File: src/rtl/pic_pkg.sv
// Shared types and constants for the PIC-8259 bus-side blocks.
package pic_pkg;

  typedef enum logic [1:0] {
    IDLE,
    LOW,
    GAP,
    DONE
  } inta_state_e;

  localparam logic [7:0] CALL_OPCODE = 8'hCD;

  localparam int PULSES_8086 = 2;
  localparam int PULSES_8080 = 3;

  localparam int PULSE_IDX_W = 2;
  typedef logic [PULSE_IDX_W-1:0] pulse_idx_t;

  // Index of the final INTA pulse for the selected bus protocol.
  function automatic pulse_idx_t last_pulse_idx(input logic is8080);
    return is8080 ? pulse_idx_t'(PULSES_8080 - 1) : pulse_idx_t'(PULSES_8086 - 1);
  endfunction

endpackage

File: src/rtl/int_sync.sv
// Two-flop synchroniser for asynchronous PIC control lines.
module int_sync (
  input  logic clk,
  input  logic rst_n,
  input  logic async_i,
  output logic sync_o
);

  logic meta_q;
  logic sync_q;

  always_ff @(posedge clk or negedge rst_n) begin
    if (!rst_n) begin
      meta_q <= 1'b0;
      sync_q <= 1'b0;
    end else begin
      meta_q <= async_i;
      sync_q <= meta_q;
    end
  end

  assign sync_o = sync_q;

endmodule

File: src/rtl/inta_sequencer.sv
// CPU-side INTA pulse generator for the PIC-8259; captures the vector/CALL bytes.
// Three-pulse 8080 support is compiled in only when INTA_8080_MODE_EN is defined.
module inta_sequencer
  import pic_pkg::*;
#(
  parameter int PULSE_LOW = 2,
  parameter int PULSE_GAP = 2
) (
  input  logic        clk,
  input  logic        rst_n,
  input  logic        int_req,
  input  logic        cpu_ready,
  input  logic        mode_8080,
  input  logic [7:0]  data_in,
  output logic        inta_n,
  output logic        busy,
  output logic [7:0]  vector,
  output logic [15:0] call_addr,
  output logic        opcode_err,
  output logic        vector_valid,
  input  logic        vector_ack
);

  localparam int CNT_MAX = (PULSE_LOW > PULSE_GAP) ? PULSE_LOW : PULSE_GAP;
  localparam int CNT_W   = (CNT_MAX > 1) ? $clog2(CNT_MAX) : 1;

  logic int_s;

  int_sync u_int_sync (
    .clk    (clk),
    .rst_n  (rst_n),
    .async_i(int_req),
    .sync_o (int_s)
  );

  inta_state_e      state_q, state_d;
  logic [CNT_W-1:0] cycleCnt_q, cycleCnt_d;
  pulse_idx_t       pulseIdx_q, pulseIdx_d;
  logic [7:0]       vector_q, vector_d;
  logic             lastLow, lastGap, lastPulse;

`ifdef INTA_8080_MODE_EN
  logic             mode8080_q, mode8080_d;
  logic [15:0]      callAddr_q, callAddr_d;
  logic             opcodeErr_q, opcodeErr_d;
`else
  logic             unused_mode;
  assign unused_mode = mode_8080;
`endif

  assign lastLow = (cycleCnt_q == CNT_W'(PULSE_LOW - 1));
  assign lastGap = (cycleCnt_q == CNT_W'(PULSE_GAP - 1));

`ifdef INTA_8080_MODE_EN
  assign lastPulse = (pulseIdx_q == last_pulse_idx(mode8080_q));
`else
  assign lastPulse = (pulseIdx_q == last_pulse_idx(1'b0));
`endif

  always_ff @(posedge clk or negedge rst_n) begin
    if (!rst_n) begin
      state_q     <= IDLE;
      cycleCnt_q  <= '0;
      pulseIdx_q  <= '0;
      vector_q    <= '0;
`ifdef INTA_8080_MODE_EN
      mode8080_q  <= 1'b0;
      callAddr_q  <= '0;
      opcodeErr_q <= 1'b0;
`endif
    end else begin
      state_q     <= state_d;
      cycleCnt_q  <= cycleCnt_d;
      pulseIdx_q  <= pulseIdx_d;
      vector_q    <= vector_d;
`ifdef INTA_8080_MODE_EN
      mode8080_q  <= mode8080_d;
      callAddr_q  <= callAddr_d;
      opcodeErr_q <= opcodeErr_d;
`endif
    end
  end

  // Once started, the pulse train runs to completion regardless of int_s/cpu_ready.
  always_comb begin
    state_d     = state_q;
    cycleCnt_d  = cycleCnt_q;
    pulseIdx_d  = pulseIdx_q;
    vector_d    = vector_q;
`ifdef INTA_8080_MODE_EN
    mode8080_d  = mode8080_q;
    callAddr_d  = callAddr_q;
    opcodeErr_d = opcodeErr_q;
`endif

    case (state_q)
      IDLE: begin
        if (int_s && cpu_ready) begin
          state_d     = LOW;
          cycleCnt_d  = '0;
          pulseIdx_d  = '0;
          vector_d    = '0;
`ifdef INTA_8080_MODE_EN
          mode8080_d  = mode_8080;
          callAddr_d  = '0;
          opcodeErr_d = 1'b0;
`endif
        end
      end

      LOW: begin
        if (lastLow) begin
          cycleCnt_d = '0;
          state_d    = lastPulse ? DONE : GAP;
`ifdef INTA_8080_MODE_EN
          if (mode8080_q) begin
            case (pulseIdx_q)
              2'd0:    opcodeErr_d = (data_in != CALL_OPCODE);
              2'd1:    callAddr_d[7:0] = data_in;
              2'd2:    callAddr_d[15:8] = data_in;
              default: ;
            endcase
          end else if (pulseIdx_q == 2'd1) begin
            vector_d = data_in;
          end
`else
          if (pulseIdx_q == 2'd1) begin
            vector_d = data_in;
          end
`endif
        end else begin
          cycleCnt_d = cycleCnt_q + CNT_W'(1);
        end
      end

      GAP: begin
        if (lastGap) begin
          cycleCnt_d = '0;
          pulseIdx_d = pulseIdx_q + pulse_idx_t'(1);
          state_d    = LOW;
        end else begin
          cycleCnt_d = cycleCnt_q + CNT_W'(1);
        end
      end

      DONE: begin
        if (vector_ack) begin
          state_d = IDLE;
        end
      end

      default: state_d = IDLE;
    endcase
  end

  assign inta_n       = (state_q != LOW);
  assign busy         = (state_q != IDLE);
  assign vector_valid = (state_q == DONE);
  assign vector       = vector_q;

`ifdef INTA_8080_MODE_EN
  assign call_addr  = callAddr_q;
  assign opcode_err = opcodeErr_q && vector_valid;
`else
  assign call_addr  = 16'h0000;
  assign opcode_err = 1'b0;
`endif

endmodule
File: config.mk
export PLATFORM = sky130hd
export DESIGN_NAME = inta_sequencer
export DESIGN_NICKNAME = d
export VERILOG_FILES = /design/src/rtl/pic_pkg.sv /design/src/rtl/int_sync.sv /design/src/rtl/inta_sequencer.sv
export SDC_FILE = /design/constraint.sdc
export NUM_CORES = 1
export LEC_CHECK = 0
export ABC_AREA = 0
export ABC_CLOCK_PERIOD_IN_PS = 3000
export CAP_MARGIN = 15
export CORE_UTILIZATION = 43
export DETAILED_ROUTE_END_ITERATION = 6
export PLACE_DENSITY = 0.94
export REMOVE_ABC_BUFFERS = 1
export SKIP_CTS_REPAIR_TIMING = 1
export SYNTH_ARGS = -nofsm -noshare
export SYNTH_HDL_FRONTEND = slang
export SYNTH_HIERARCHICAL = 1
export SYNTH_SLANG_ARGS = --single-unit
File: constraint.sdc
create_clock -name clk -period 3 [get_ports clk]
set_clock_uncertainty 0.15 [all_clocks]
set_input_delay 0.45 -clock clk [delete_from_list [all_inputs] [get_ports clk]]
set_output_delay 0.45 -clock clk [all_outputs]
set_load 0.05 [all_outputs]
==> summary.md, run 1 <==
| Metric | Value |
|---|---|
| Status | `finished clean` |
| Ratio of final minimum period to clock period | `0.862` |
| Post-Syn Instances | `77` |
| First drt pass iteration count | `2` |
| Average wire per standard cell | `12.3 µm` |
| R2r startpoint | `state_q[1]` |
| Most frequent CP cell | `inv_1` |
| Worst VDD drop | `0.541 mV` |
| PwrDens | `1120 mW/mm²` |
| Clock Tree Buf Depth | `2` |
| Critical path capture point type | `primary output` |
| Crit Path Class | `flop to primary output` |
| Area Growth Syn to Fin | `25.3%` |
| Residual DRC | `0` |
| Sequential element share of the synthesized area | `0.424` |
| Die H | `47.4 µm` |
| Final design utilization | `0.572` |
| Synth Register Bits | `15` |
| CP Max Fanout | `6` |
| Drt total wl | `1610 µm` |
| Dpl cell area | `0.00108 mm²` |
| Worst-path cell chain | `inv_1 > ha_1 > inv_1 > clkdlybuf4s50_1` |
| Final setup vio count | `0` |
| Setup TNS | `0 ns` |
| Core footprint | `0.00194 mm²` |
| Mapped Area | `886 µm²` |
| Yosys warns | `6` |
| Worst-Skew Late Latency | `0.29 ns` |
| GR Overflow Total | `0` |
| Hold Path Origin | `u_int_sync/meta_q` |
| Vias in the first global route | `617` |
| WP data required | `2.40 ns` |
| Routed vias/inst | `4.60` |
| GR Util All Layers | `0.172` |
| Top delay family on crit path | `buffers and inverters` |
| MaxCap Viol Count | `0` |
| Initial cell density of the core | `0.456` |
| Syn avg cell area | `11.5 µm²` |
| First-pass GRT wire length | `2570 µm` |
| Ratio of cells with drive above 1 in the final layout | `0.117` |
| I/O pins | `42` |
| Initial antenna violation count | `0` |
| CP arrival | `1.99 ns` |
| Worst Hold Class | `flop to flop` |
| Max-slew violation count | `0` |
| CP max-delay cell | `clkdlybuf4s50_1` |
| Final min period | `2.59 ns` |
| Die width | `47.4 µm` |
| TritonCTS buffer count | `3` |
| PnR Total Power | `1.24 mW` |
| F_max | `387 MHz` |
| Final Hold Fails | `0` |
| Worst Path Buf+Inv | `3` |
| Pin count of the biggest net entering global routing | `16` |
| Die area | `0.00225 mm²` |
| # H-tree levels | `1` |
| Clk sink count | `15` |
| Pleak | `0.522 nW` |
| Design area | `0.00111 mm²` |
| CTS Root Buffer Type | `clkbuf_4` |
| Number of I/O port buffers | `23` |
| RSZ-0062 raised after global routing | `false` |
| CP max stage delay | `0.79 ns` |
| Dpl hpwl | `1240 µm` |
| Vias | `598` |
| Worst hold slack | `0.206 ns` |
| Distinct cells, synth | `24` |
| CTS tree | `built` |
| Critical Path Start Type | `flop` |
| RePlAce Congestion | `0.765` |
| Relative slew slack | `0.553` |
| Antenna viol nets, final | `0` |
| Clock-pin slew on the worst setup and hold paths | `0.09 ns` |
| Rows | `16` |
| Nets | `125` |
| N_diodes | `0` |
| DR iter-0 viols | `7` |
| Crit path from | `state_q[1]` |
| Worst Tran Pin Value | `0.668 ns` |
## layout by cell type, fill, tap and decap left out, types with 2 or more instances in the layout
| cell | instances |
|---|---|
| clkdlybuf4s50_1 | 23 |
| conb_1 | 17 |
| dfrtp_1 | 15 |
| a22o_1 | 8 |
| ha_1 | 7 |
| inv_1 | 5 |
| nand2_1 | 3 |
| o21ai_0 | 3 |
| clkbuf_4 | 3 |
| nand3b_1 | 2 |
| nor2_1 | 2 |
## power by group
part           switching [mW]  internal [mW]  total [mW]
Combinational           0.477          0.299       0.776
Clock                  0.0683         0.0496       0.118
Sequential             0.0681          0.278       0.346
## state kept, by name, summed over array words and instances (netlist names)
register	flops
cycleCnt_q	1
pulseIdx_q	2
state_q	2
u_int_sync/meta_q	1
u_int_sync/sync_o	1
vector	8
## layout make-up
cell class,instances,area (µm²)
clock inverter,1,5.00
clock buffer,3,22.5
sequential,15,375
multi-input combinational,56,424
timing repair buffer,23,230
inverter,5,18.8
fill,177,832
tap,27,33.8
## kinds of logic (layout without fill, tap and decap cells)
family                   after synthesis  count (layout)  synth area share
AO/OA/AOI/OAI                         17              17             0.172
adder cells (fa/ha/maj)                7               7            0.0989
buffers and inverters                 22              32             0.165
flip-flops                            15              15             0.424
multiplexers                           2               2            0.0282
other                                  1              17           0.00423
AND/OR/NAND/NOR                       13              13             0.107
## Yosys cell counts
cell	count	area [µm²]
buf_4	17	128
dfrtp_1	15	375
a22o_1	8	70.1
ha_1	7	87.6
inv_1	5	18.8
nand2_1	3	11.3
o21ai_0	3	15.0
nand3b_1	2	15.0
nor2_1	2	7.51
a21boi_4	1	18.8
a21o_4	1	15.0
a21oi_1	1	5.00
conb_1	1	3.75
mux2_4	1	15.0
mux2i_1	1	10.0
nand2b_1	1	6.26
nand2b_2	1	8.76
nand3_2	1	10.0
nand3b_4	1	20.0
nor2_2	1	6.26
o21bai_2	1	11.3
o221ai_1	1	8.76
o311ai_0	1	8.76
or4b_1	1	10.0
## final timing paths
check | endpoint | slack (ns) | cells after the start
min in group asynchronous | pulseIdx_q[0] | 0.41 | 1
hold / removal | u_int_sync/sync_o | 0.21 | 0
hold reg to reg | u_int_sync/sync_o | 0.21 | 0
max in group asynchronous | vector[6] | 1.86 | 1
setup reg to reg | state_q[1] | 1.09 | 5
setup / recovery | inta_n | 0.41 | 4
## metrics by stage
stage,std cells,worst slack [ns]
floorplan,76,1.29
global placement,126,0.784
detailed placement,126,0.749
CTS,130,0.411
global route,130,0.321
finish,130,0.414
## metal layers
metal | vias up | GRT usage | share of wire
met4 | 0 | 0.0571 | 0.0050
met1 | 285 | 0.177 | 0.39
li1 | 284 | - | -
met5 | - | 0 | 0
met2 | 27 | 0.312 | 0.54
met3 | 2 | 0.0692 | 0.060
(Power assumes the default switching activity.)
==> run 2: changes to the inputs <==
--- a/config.mk
+++ b/config.mk
@@ -6,11 +6,11 @@
 export NUM_CORES = 1
 export LEC_CHECK = 0
 export ABC_AREA = 0
-export ABC_CLOCK_PERIOD_IN_PS = 3000
+export ABC_CLOCK_PERIOD_IN_PS = 2800
 export CAP_MARGIN = 15
-export CORE_UTILIZATION = 43
+export CORE_UTILIZATION = 40
 export DETAILED_ROUTE_END_ITERATION = 6
-export PLACE_DENSITY = 0.94
+export PLACE_DENSITY = 0.89
 export REMOVE_ABC_BUFFERS = 1
 export SKIP_CTS_REPAIR_TIMING = 1
 export SYNTH_ARGS = -nofsm -noshare
==> constraint.sdc (replaced) <==
create_clock -name clk -period 2.8 [get_ports clk]
set_clock_uncertainty 0.15 [all_clocks]
set_input_delay 0.42 -clock clk [delete_from_list [all_inputs] [get_ports clk]]
set_output_delay 0.42 -clock clk [all_outputs]
set_load 0.05 [all_outputs]
==> run 2 against run 1 <==
- register-to-register slack got worse by 0.19 ns
- sequential cell count did not move
- sequential share of layout area fell by 0.076 points
- wire length down 5.2%
- clock-buffer cell count did not move
- worst hold slack gained 0.0086 ns
- sequential power grew 6.9%
- core utilization fell by 2.1 points
- combinational power is 5.2% higher
- critical path type unchanged
- largest cell class unchanged
- largest power group unchanged
==> summary.md, run 2 (synthesized netlist as in run 1, its figures left out) <==
| Metric | Value |
|---|---|
| Initial antenna violation count | `0` |
| Setup TNS | `0 ns` |
| PwrDens | `1190 mW/mm²` |
| RePlAce Congestion | `0.757` |
| Clk sink count | `15` |
| Vias | `603` |
| F_max | `393 MHz` |
| Worst Tran Pin Value | `0.661 ns` |
| CP Max Fanout | `5` |
| CTS tree | `built` |
| CP max stage delay | `0.79 ns` |
| Final min period | `2.54 ns` |
| Most frequent cells in the layout | `clkdlybuf4s50_1, conb_1, dfrtp_1` |
| Ratio of cells with drive above 1 in the final layout | `0.117` |
| Max reg flops | `8` |
| Vias in the first global route | `573` |
| Worst-Skew Late Latency | `0.30 ns` |
| Routed vias/inst | `4.64` |
| Die area | `0.00241 mm²` |
| Rows | `16` |
| Area Growth Syn to Fin | `25.6%` |
| N_diodes | `0` |
| Status | `finished clean` |
| CP max-delay cell | `clkdlybuf4s50_1` |
| Critical path capture point type | `primary output` |
| Average wire per standard cell | `11.7 µm` |
| Final setup vio count | `0` |
| Pleak | `0.519 nW` |
| Worst hold slack | `0.215 ns` |
| Critical Path Start Type | `flop` |
| First drt pass iteration count | `4` |
| RSZ-0062 raised after global routing | `false` |
| GR Util All Layers | `0.147` |
| Die H | `49.1 µm` |
| MaxCap Viol Count | `0` |
| CP arrival | `1.97 ns` |
| I/O pins | `42` |
| Pin count of the biggest net entering global routing | `16` |
| Dpl hpwl | `1180 µm` |
| PnR Total Power | `1.32 mW` |
| Nets | `125` |
| First-pass GRT wire length | `2590 µm` |
| Residual DRC | `0` |
| Clock Tree Buf Depth | `2` |
| Die width | `49.1 µm` |
| GR Overflow Total | `0` |
| Core footprint | `0.00202 mm²` |
| Ratio of final minimum period to clock period | `0.908` |
| Max-slew violation count | `0` |
| Worst Path Buf+Inv | `3` |
| Number of I/O port buffers | `23` |
| Relative slew slack | `0.558` |
| Most frequent CP cell | `inv_1` |
| WP data required | `2.23 ns` |
| TritonCTS buffer count | `3` |
| CTS Root Buffer Type | `clkbuf_4` |
| Worst-path cell chain | `inv_1 > ha_1 > inv_1 > clkdlybuf4s50_1` |
| Crit Path Class | `flop to primary output` |
| # H-tree levels | `1` |
| Clock-pin slew on the worst setup and hold paths | `0.10 ns` |
| DR iter-0 viols | `9` |
| Commonest non-fill, non-tap cell in the layout | `clkdlybuf4s50_1` |
| Final design utilization | `0.550` |
| Drt total wl | `1520 µm` |
| Worst Hold Class | `flop to flop` |
| Initial cell density of the core | `0.438` |
| Final Hold Fails | `0` |
| Worst VDD drop | `0.567 mV` |
| Top delay family on crit path | `buffers and inverters` |
| Antenna viol nets, final | `0` |
[run 2: metrics by stage]
step	instances	worst slack [ns]	instance area [µm²]
after floorplan	76	1.09	818
after global placement	126	0.618	1080
after detailed placement	126	0.578	1080
after CTS	130	0.237	1110
after global routing	130	0.141	1110
final	130	0.258	1110
[run 2: path summary, 6_finish.rpt]
| kind | from | endpoint | slack (ns) | depth (start not counted) |
|---|---|---|---|---|
| min reg2reg | u_int_sync/meta_q | u_int_sync/sync_o | 0.21 | 0 |
| max | state_q[0] | busy | 0.26 | 4 |
| max reg2reg | state_q[0] | state_q[1] | 0.90 | 5 |
| min | u_int_sync/meta_q | u_int_sync/sync_o | 0.21 | 0 |
| min in group asynchronous | rst_n | state_q[1] | 0.36 | 1 |
| max in group asynchronous | rst_n | u_int_sync/sync_o | 1.71 | 1 |
[run 2: where the power goes]
group | internal [mW] | switching (mW) | total [mW] | leakage, nW
Combinational | 0.317 | 0.499 | 0.816 | 0.307
Sequential | 0.298 | 0.0722 | 0.370 | 0.197
Clock | 0.0545 | 0.0815 | 0.136 | 0.0139
Total | 0.669 | 0.653 | 1.32 | 0.519
[run 2: routing by layer]
metal  GRT usage  part of all wire  vias up
met5           0                 0        -
met4      0.0588             0.020        0
met3      0.0561             0.068        5
met2       0.247              0.50       26
met1       0.166              0.41      286
li1            -                 -      286
[run 2: final cells by class]
type | instances | area (µm²)
clock buffer | 3 | 22.5
multi-input combinational | 56 | 424
sequential | 15 | 375
fill | 177 | 910
clock inverter | 1 | 7.51
inverter | 5 | 18.8
timing repair buffer | 23 | 230
tap | 27 | 33.8
